## config.mk

```make
export PLATFORM = sky130hd
export DESIGN_NAME = ball_collision_detector_flat
export DESIGN_NICKNAME = d
export VERILOG_FILES = /design/src/rtl/ball_collision_detector_if.sv /design/src/rtl/ball_collision_detector.sv /design/src/flat_wrapper.sv
export SDC_FILE = /design/constraint.sdc
export NUM_CORES = 1
export LEC_CHECK = 0
export ABC_CLOCK_PERIOD_IN_PS = 1700
export CORE_MARGIN = 2
export CORE_UTILIZATION = 40
export CTS_CLUSTER_SIZE = 10
export DETAILED_ROUTE_END_ITERATION = 16
export GPL_TIMING_DRIVEN = 0
export PLACE_DENSITY = 0.7
export SKIP_LAST_GASP = 1
export SYNTH_ARGS = -nofsm -noshare
export SYNTH_HDL_FRONTEND = slang
export SYNTH_SLANG_ARGS = --single-unit
```

## constraint.sdc

```tcl
create_clock -name clk -period 1.7 [get_ports clk]
set_input_delay 0.17 -clock clk [delete_from_list [all_inputs] [get_ports clk]]
set_output_delay 0.17 -clock clk [all_outputs]
set_load 0.005 [all_outputs]
```

## src/rtl/ball_collision_detector_if.sv

```systemverilog
// Collision interface between the pixel-scan side and the ball collision detector.
// The master side drives the scan position, the ball position and the per-pixel
// draw requests. The slave side (the detector) returns the collision pulses and the
// edge code.
interface ball_collision_detector_if;
  logic               startOfFrame;
  logic        [10:0] pixelX;
  logic        [10:0] pixelY;
  logic signed [10:0] ballTopLeftX;
  logic signed [10:0] ballTopLeftY;
  logic               ballDR;
  logic               bracketsDR;
  logic               obstacleDR;
  logic               bumperDR;
  logic               movingObstacleDR;
  logic               wormhole1DR;
  logic               wormhole2DR;
  logic               leftFlipperDR;
  logic               rightFlipperDR;

  logic               collisionBrackets;
  logic               collisionObstacle;
  logic               collisionBumper;
  logic               collisionMovingObstacle;
  logic               collisionWormhole1;
  logic               collisionWormhole2;
  logic               collisionLeftFlipper;
  logic               collisionRightFlipper;
  logic         [3:0] HitEdgeCode;

  modport master (
    output startOfFrame, pixelX, pixelY, ballTopLeftX, ballTopLeftY, ballDR,
           bracketsDR, obstacleDR, bumperDR, movingObstacleDR,
           wormhole1DR, wormhole2DR, leftFlipperDR, rightFlipperDR,
    input  collisionBrackets, collisionObstacle, collisionBumper,
           collisionMovingObstacle, collisionWormhole1, collisionWormhole2,
           collisionLeftFlipper, collisionRightFlipper, HitEdgeCode
  );

  modport slave (
    input  startOfFrame, pixelX, pixelY, ballTopLeftX, ballTopLeftY, ballDR,
           bracketsDR, obstacleDR, bumperDR, movingObstacleDR,
           wormhole1DR, wormhole2DR, leftFlipperDR, rightFlipperDR,
    output collisionBrackets, collisionObstacle, collisionBumper,
           collisionMovingObstacle, collisionWormhole1, collisionWormhole2,
           collisionLeftFlipper, collisionRightFlipper, HitEdgeCode
  );
endinterface

```

## src/rtl/ball_collision_detector.sv

```systemverilog
// Ball collision detector.
// During a frame it accumulates the overlaps between the ball and each scene object,
// and it records which ball edges were touched. On each startOfFrame it stages
// that frame's result. In the following cycle it issues one-cycle collision pulses
// and a HitEdgeCode that stays stable for the whole frame.
// Object index order in the internal vectors: 0 brackets, 1 obstacle, 2 bumper,
// 3 moving obstacle, 4 wormhole1, 5 wormhole2, 6 left flipper, 7 right flipper.
module ball_collision_detector #(
  parameter int BALL_WIDTH        = 16,
  parameter int BALL_HEIGHT       = 16,
  parameter int EDGE_MARGIN       = 4,
  parameter int WORMHOLE_COOLDOWN = 8
) (
  input logic                      clk,
  input logic                      resetN,
  ball_collision_detector_if.slave bus
);

  localparam logic [0:0] ACCUM  = 1'b0;
  localparam logic [0:0] REPORT = 1'b1;

  localparam int W1 = 4;
  localparam int W2 = 5;
  // Wormholes teleport the ball rather than bounce it, so they contribute no edges.
  localparam logic [7:0] EDGE_OBJECTS = 8'b1100_1111;

  localparam logic signed [11:0] MARGIN       = 12'(EDGE_MARGIN);
  localparam logic signed [11:0] RIGHT_START  = 12'(BALL_WIDTH - EDGE_MARGIN);
  localparam logic signed [11:0] BOTTOM_START = 12'(BALL_HEIGHT - EDGE_MARGIN);

  localparam int CW = $clog2(WORMHOLE_COOLDOWN + 1);
  localparam logic [CW-1:0] COOLDOWN_LOAD = CW'(WORMHOLE_COOLDOWN);

  logic [0:0]        state, nextState;
  logic [7:0]        objDR, pixelHit, hitAcc, stagedHit, reportHit, pulses;
  logic [3:0]        pixelEdge, edgeHit, edgeAcc, hitEdgeReg;
  logic signed [11:0] offX, offY;
  logic [CW-1:0]     cooldown;
  logic              wormBlocked, wormPulse;

  assign objDR = {bus.rightFlipperDR, bus.leftFlipperDR, bus.wormhole2DR, bus.wormhole1DR,
                  bus.movingObstacleDR, bus.bumperDR, bus.obstacleDR, bus.bracketsDR};

  // The pixel position is unsigned and the ball corner is signed. Both are widened to
  // 12 bits so that a ball lying partly off-screen still gives correct offsets.
  assign offX = $signed({1'b0, bus.pixelX}) - $signed({bus.ballTopLeftX[10], bus.ballTopLeftX});
  assign offY = $signed({1'b0, bus.pixelY}) - $signed({bus.ballTopLeftY[10], bus.ballTopLeftY});

  // Edge bands of the current pixel: bit3 left, bit2 top, bit1 right, bit0 bottom.
  assign pixelEdge = {offX < MARGIN, offY < MARGIN, offX >= RIGHT_START, offY >= BOTTOM_START};
  assign pixelHit  = bus.ballDR ? objDR : 8'h00;
  assign edgeHit   = (|(pixelHit & EDGE_OBJECTS)) ? pixelEdge : 4'h0;

  // Compute the frame result to stage. Wormholes are suppressed during cooldown,
  // and wormhole1 takes priority when both wormholes were hit.
  always_comb begin
    // NOTE: every always_comb output gets a default first, so no path leaves it unassigned (no latch).
    reportHit       = hitAcc;
    wormBlocked     = (cooldown != '0);
    reportHit[W1]   = hitAcc[W1] & ~wormBlocked;
    reportHit[W2]   = hitAcc[W2] & ~hitAcc[W1] & ~wormBlocked;
    wormPulse       = reportHit[W1] | reportHit[W2];
  end

  // Next-state logic. Any startOfFrame leads to a one-cycle REPORT, including back-to-back frames.
  always_comb begin
    nextState = state;
    case (state)
      ACCUM:   nextState = bus.startOfFrame ? REPORT : ACCUM;
      REPORT:  nextState = bus.startOfFrame ? REPORT : ACCUM;
      default: nextState = ACCUM;
    endcase
  end

  // State, accumulators, staging, and the wormhole cooldown counter.
  // NOTE: asynchronous active-low reset clears all state, so hits seen before reset never reach a report.
  always_ff @(posedge clk or negedge resetN) begin
    if (!resetN) begin
      state      <= ACCUM;
      hitAcc     <= '0;
      edgeAcc    <= '0;
      stagedHit  <= '0;
      hitEdgeReg <= '0;
      cooldown   <= '0;
    end else begin
      // NOTE: non-blocking assignments here, so every register samples the pre-edge values.
      state <= nextState;
      if (bus.startOfFrame) begin
        stagedHit  <= reportHit;
        hitEdgeReg <= edgeAcc;
        // A hit in the startOfFrame cycle belongs to the new frame.
        hitAcc     <= pixelHit;
        edgeAcc    <= edgeHit;
        if (wormPulse)
          cooldown <= COOLDOWN_LOAD;
        else if (cooldown != '0)
          cooldown <= cooldown - CW'(1);
      end else begin
        hitAcc  <= hitAcc | pixelHit;
        edgeAcc <= edgeAcc | edgeHit;
      end
    end
  end

  assign pulses = (state == REPORT) ? stagedHit : 8'h00;

  assign bus.collisionBrackets       = pulses[0];
  assign bus.collisionObstacle       = pulses[1];
  assign bus.collisionBumper         = pulses[2];
  assign bus.collisionMovingObstacle = pulses[3];
  assign bus.collisionWormhole1      = pulses[4];
  assign bus.collisionWormhole2      = pulses[5];
  assign bus.collisionLeftFlipper    = pulses[6];
  assign bus.collisionRightFlipper   = pulses[7];
  assign bus.HitEdgeCode             = hitEdgeReg;

endmodule

```

## src/flat_wrapper.sv

```systemverilog
// flat-port wrapper written by rule: the top's interface ports become plain ports
module ball_collision_detector_flat 
#(
  parameter int BALL_WIDTH        = 16,
  parameter int BALL_HEIGHT       = 16,
  parameter int EDGE_MARGIN       = 4,
  parameter int WORMHOLE_COOLDOWN = 8
)
  (clk, resetN, bus_startOfFrame, bus_pixelX, bus_pixelY, bus_ballTopLeftX, bus_ballTopLeftY, bus_ballDR, bus_bracketsDR, bus_obstacleDR, bus_bumperDR, bus_movingObstacleDR, bus_wormhole1DR, bus_wormhole2DR, bus_leftFlipperDR, bus_rightFlipperDR, bus_collisionBrackets, bus_collisionObstacle, bus_collisionBumper, bus_collisionMovingObstacle, bus_collisionWormhole1, bus_collisionWormhole2, bus_collisionLeftFlipper, bus_collisionRightFlipper, bus_HitEdgeCode);
  ball_collision_detector_if bus_i ();
  input logic clk;
  input logic resetN;
  input wire logic [$bits(bus_i.startOfFrame)-1:0] bus_startOfFrame;
  input wire logic [$bits(bus_i.pixelX)-1:0] bus_pixelX;
  input wire logic [$bits(bus_i.pixelY)-1:0] bus_pixelY;
  input wire logic [$bits(bus_i.ballTopLeftX)-1:0] bus_ballTopLeftX;
  input wire logic [$bits(bus_i.ballTopLeftY)-1:0] bus_ballTopLeftY;
  input wire logic [$bits(bus_i.ballDR)-1:0] bus_ballDR;
  input wire logic [$bits(bus_i.bracketsDR)-1:0] bus_bracketsDR;
  input wire logic [$bits(bus_i.obstacleDR)-1:0] bus_obstacleDR;
  input wire logic [$bits(bus_i.bumperDR)-1:0] bus_bumperDR;
  input wire logic [$bits(bus_i.movingObstacleDR)-1:0] bus_movingObstacleDR;
  input wire logic [$bits(bus_i.wormhole1DR)-1:0] bus_wormhole1DR;
  input wire logic [$bits(bus_i.wormhole2DR)-1:0] bus_wormhole2DR;
  input wire logic [$bits(bus_i.leftFlipperDR)-1:0] bus_leftFlipperDR;
  input wire logic [$bits(bus_i.rightFlipperDR)-1:0] bus_rightFlipperDR;
  output wire logic [$bits(bus_i.collisionBrackets)-1:0] bus_collisionBrackets;
  output wire logic [$bits(bus_i.collisionObstacle)-1:0] bus_collisionObstacle;
  output wire logic [$bits(bus_i.collisionBumper)-1:0] bus_collisionBumper;
  output wire logic [$bits(bus_i.collisionMovingObstacle)-1:0] bus_collisionMovingObstacle;
  output wire logic [$bits(bus_i.collisionWormhole1)-1:0] bus_collisionWormhole1;
  output wire logic [$bits(bus_i.collisionWormhole2)-1:0] bus_collisionWormhole2;
  output wire logic [$bits(bus_i.collisionLeftFlipper)-1:0] bus_collisionLeftFlipper;
  output wire logic [$bits(bus_i.collisionRightFlipper)-1:0] bus_collisionRightFlipper;
  output wire logic [$bits(bus_i.HitEdgeCode)-1:0] bus_HitEdgeCode;
  assign bus_i.startOfFrame = bus_startOfFrame;
  assign bus_i.pixelX = bus_pixelX;
  assign bus_i.pixelY = bus_pixelY;
  assign bus_i.ballTopLeftX = bus_ballTopLeftX;
  assign bus_i.ballTopLeftY = bus_ballTopLeftY;
  assign bus_i.ballDR = bus_ballDR;
  assign bus_i.bracketsDR = bus_bracketsDR;
  assign bus_i.obstacleDR = bus_obstacleDR;
  assign bus_i.bumperDR = bus_bumperDR;
  assign bus_i.movingObstacleDR = bus_movingObstacleDR;
  assign bus_i.wormhole1DR = bus_wormhole1DR;
  assign bus_i.wormhole2DR = bus_wormhole2DR;
  assign bus_i.leftFlipperDR = bus_leftFlipperDR;
  assign bus_i.rightFlipperDR = bus_rightFlipperDR;
  assign bus_collisionBrackets = bus_i.collisionBrackets;
  assign bus_collisionObstacle = bus_i.collisionObstacle;
  assign bus_collisionBumper = bus_i.collisionBumper;
  assign bus_collisionMovingObstacle = bus_i.collisionMovingObstacle;
  assign bus_collisionWormhole1 = bus_i.collisionWormhole1;
  assign bus_collisionWormhole2 = bus_i.collisionWormhole2;
  assign bus_collisionLeftFlipper = bus_i.collisionLeftFlipper;
  assign bus_collisionRightFlipper = bus_i.collisionRightFlipper;
  assign bus_HitEdgeCode = bus_i.HitEdgeCode;
  ball_collision_detector #(.BALL_WIDTH(BALL_WIDTH), .BALL_HEIGHT(BALL_HEIGHT), .EDGE_MARGIN(EDGE_MARGIN), .WORMHOLE_COOLDOWN(WORMHOLE_COOLDOWN)) u_core (.clk(clk), .resetN(resetN), .bus(bus_i));
endmodule
```

==> impl_metrics.ini <==
[placed_design]
dpl_cell_area_um2 = 3470
gp_congestion = 0.910
io_buffers = 66
hpwl_mm = 4.42

[final_layout]
syn_to_final_growth_pct = 60.8
fill_cells = 523
multi_input_area_um2 = 2230
register_area_um2 = 726
antenna_cells = 0
fin_nets = 471
design_area_um2 = 4180
drive_gt1_share_pct = 37.3

[die]
num_io_pins = 68
row_count = 29
dieHeight_um = 84.6
dieArea_um2 = 7160
fp.dieW_um = 84.6
start_util_pct = 41.2
core_um2 = 6310

[timing]
final-max-slew-violation-count = 0
hold_ws_ns = 0.185
rsz0062_at_grt = true
hold_viol_final = 0
finalClockSkew_ns = 0.00682
fin_crit_ns = 1.92
fin_crit_sh_pct = 113
worst_slack_ns = -0.216
slew_headroom_pct = 55.8
max_freq_mhz = 522
setup_viol = 2
setup_tns_ns = -0.359
tightest_slew_ns = 0.662

[worst_setup_path]
arrival_ns = 2.08
crit_path_end_kind = flop
crit_required_ns = 1.86
crit_path_cell_trace = buf_8, inv_12, ha_4, inv_2, fa_2, a21oi_4, o21bai_1, xor2_1, nor4b_2, nand4_1, o41a_1
start_kind = input port
path_buf_inv = 3
critical_path_class = input port to flop
r2r_cells = 5
r2r_setup_slack_ns = 0.17
reg2reg_from = u_core.cooldown[0]$_DFFE_PN0P_
path_max_fanout = 2
slowest_delay_ns = 0.42
cp_top_family = compound AO/OA/AOI/OAI gates
reg2reg_to = u_core.cooldown[3]$_DFFE_PN0P_
slowest_stage = o41a_1

[clocking]
htree_num_levels = 2
cts_tree = built
clkSlewWorstSetupHoldPaths_ns = 0.07
root_buffer = clkbuf_8
clk_path_buf_depth = 2
cts_made_buffers = 5
cts_sinks = 29
clock_latency_ns = 0.29

[synthesis]
synth_compound_area_share_pct = 24.4
synth_edf_count = 0
ys_seq_area_share_pct = 27.9
yosys-top-cells-count = inv_1, dfrtp_1, ha_1
synthMuxAreaShare_pct = 6.74
synth_area_leaders = dfrtp_1, ha_1, inv_1, mux2_2, o21ai_0
syn_area_um2 = 2600
synth-xor-area-share_pct = 2.69
synth_top_area_share_pct = 27.9
synth_nets = 375
synth_top_family_by_area = compound AO/OA/AOI/OAI gates
postSynthCellCount = 294
yosysTopAreaCell = dfrtp_1
synth_seq_cells = 29
synth_area_per_cell_um2 = 8.84
yosysWarnings = 0
synthSimpleGateAreaFrac_pct = 18.5
ys_async_sr_fraction_pct = 100
synth_cell_type_count = 62
synth_ff_type = dfrtp_1
yosysMostFrequentCell = inv_1
synth_fa_ha_area_share_pct = 12.6

[run_status]
status = finished, violations left
violations = negative setup slack

[worst_hold_path]
hp-class = input port to flop
hold_path_startpoint = bus_ballDR
hold_depth = 2
holdPathEnd = u_core.hitAcc[2]$_DFF_PN0_

[power]
cellPowerDensity_nw_per_um2 = 683
leakagePower_nw = 1.81
ir_drop_uv = 563
power.total_mw = 2.86

[detailed_routing]
num_vias = 2525
wl_per_cell_um = 14.3
drt_iter0_markers = 82
avgViaCountPerCell = 5.40
ant_nets = 0
drc_errors = 0
wl_mm = 6.69
drtPass1Iterations = 4

[grt]
antenna_found_initial = 0
grt_pass1_wl_mm = 11.4
grt_max_degree = 30
track_usage_pct = 19.1
top_usage_layer = met2
met3_usage_pct = 3.83
grt_use_met1_pct = 23.8
met2_usage_pct = 32.8
grt.overflow.total = 0
grt_pass1_vias = 2620

[flow_run]
maxCapViolations = 0
==> final cells by class <==
type                            count  area share [%]
Multi-Input combinational cell    220            53.3
Timing Repair Buffer               93            19.8
Sequential cell                    29            17.4
Inverter                           37            4.07
Clock buffer                        7            2.30
Tap cell                           77            2.30
Buffer                              4           0.778
Clock inverter                      1           0.120
==> where the power goes <==
part	internal [mW]	switching, mW	leakage, nW
Clock	0.365	0.260	0.0542
Sequential	0.818	0.0929	0.357
Combinational	0.705	0.613	1.40
==> sequential cells by signal (all words and copies together) (netlist names) <==
name / count
u_core.bus.HitEdgeCode: 4
u_core.cooldown: 4
u_core.edgeAcc: 4
u_core.hitAcc: 8
u_core.stagedHit: 8
u_core.state: 1
==> cells by family after synthesis <==
kind of cell	count (synthesis)
compound gates	84
xor+xnor	8
fa+ha+maj	25
buf+inv	45
flops	29
mux	16
simple gates	87
==> stage by stage <==
step                      cells  utilization, %  worst slack, ns
after floorplan             294               -           -0.330
after global placement      437            55.0            -1.08
after detailed placement    437            55.0            -1.08
after CTS                   464            64.3           -0.195
after global routing        468            66.2           -0.293
final                       468            66.2           -0.216
==> per-layer routing <==
metal,part of all wire [%],vias up
li1,-,1247
met1,44,1210
met2,51,57
met3,3.9,11
met4,1.6,0
met5,0,-
==> what timing repair did <==
action,CTS,global route
hold buffers,0,1
endpoints found under the hold margin,0,29
pin swaps,55,15
resized for setup,150,18
endpoints found under the setup margin,4,4
setup buffers,23,3
==> worst max path at each step <==
stage,startpoint,end,slack (ns),cells past startpoint
floorplan,bus_pixelY[0],u_core.edgeAcc[0]$_DFF_PN0_,-0.33,10
global placement,bus_pixelY[0],u_core.edgeAcc[0]$_DFF_PN0_,-1.08,11
detailed placement,bus_pixelY[0],u_core.edgeAcc[0]$_DFF_PN0_,-1.08,11
CTS,bus_pixelY[0],u_core.edgeAcc[0]$_DFF_PN0_,-0.20,11
global route,bus_pixelY[0],u_core.edgeAcc[0]$_DFF_PN0_,-0.29,11
finish,bus_pixelY[0],u_core.edgeAcc[0]$_DFF_PN0_,-0.22,11
==> cell usage in the layout, fill, tap and decap left out, types with 3 or more instances in the layout <==
| cell type | Yosys | final |
|---|---|---|
| o21ai_1 | 0 | 5 |
| nor3_1 | 6 | 4 |
| clkbuf_8 | 1 | 8 |
| clkdlybuf4s15_1 | 0 | 3 |
| xor2_1 | 5 | 5 |
| clkdlybuf4s50_1 | 0 | 21 |
| buf_4 | 0 | 25 |
| xnor2_1 | 3 | 3 |
| buf_6 | 1 | 4 |
| buf_2 | 1 | 4 |
| ha_4 | 0 | 20 |
| a21oi_4 | 0 | 5 |
| nand2_1 | 16 | 15 |
| a21o_1 | 8 | 8 |
| dlygate4sd2_1 | 0 | 31 |
| o21ai_0 | 19 | 10 |
| dfrtp_1 | 29 | 29 |
| inv_1 | 37 | 14 |
| nor3b_1 | 3 | 3 |
| nor2_1 | 17 | 17 |
| inv_2 | 0 | 20 |
| mux2_2 | 12 | 10 |
| ha_1 | 23 | 3 |
| a22o_1 | 6 | 6 |
| mux2i_1 | 4 | 4 |
| nor2b_1 | 7 | 5 |
| and2_1 | 10 | 10 |
| o31ai_4 | 1 | 3 |
| nand3_1 | 8 | 7 |
| a21oi_1 | 11 | 6 |
| o21ai_4 | 0 | 4 |
| o21a_1 | 4 | 4 |
Power figures use the tool's default switching activity.
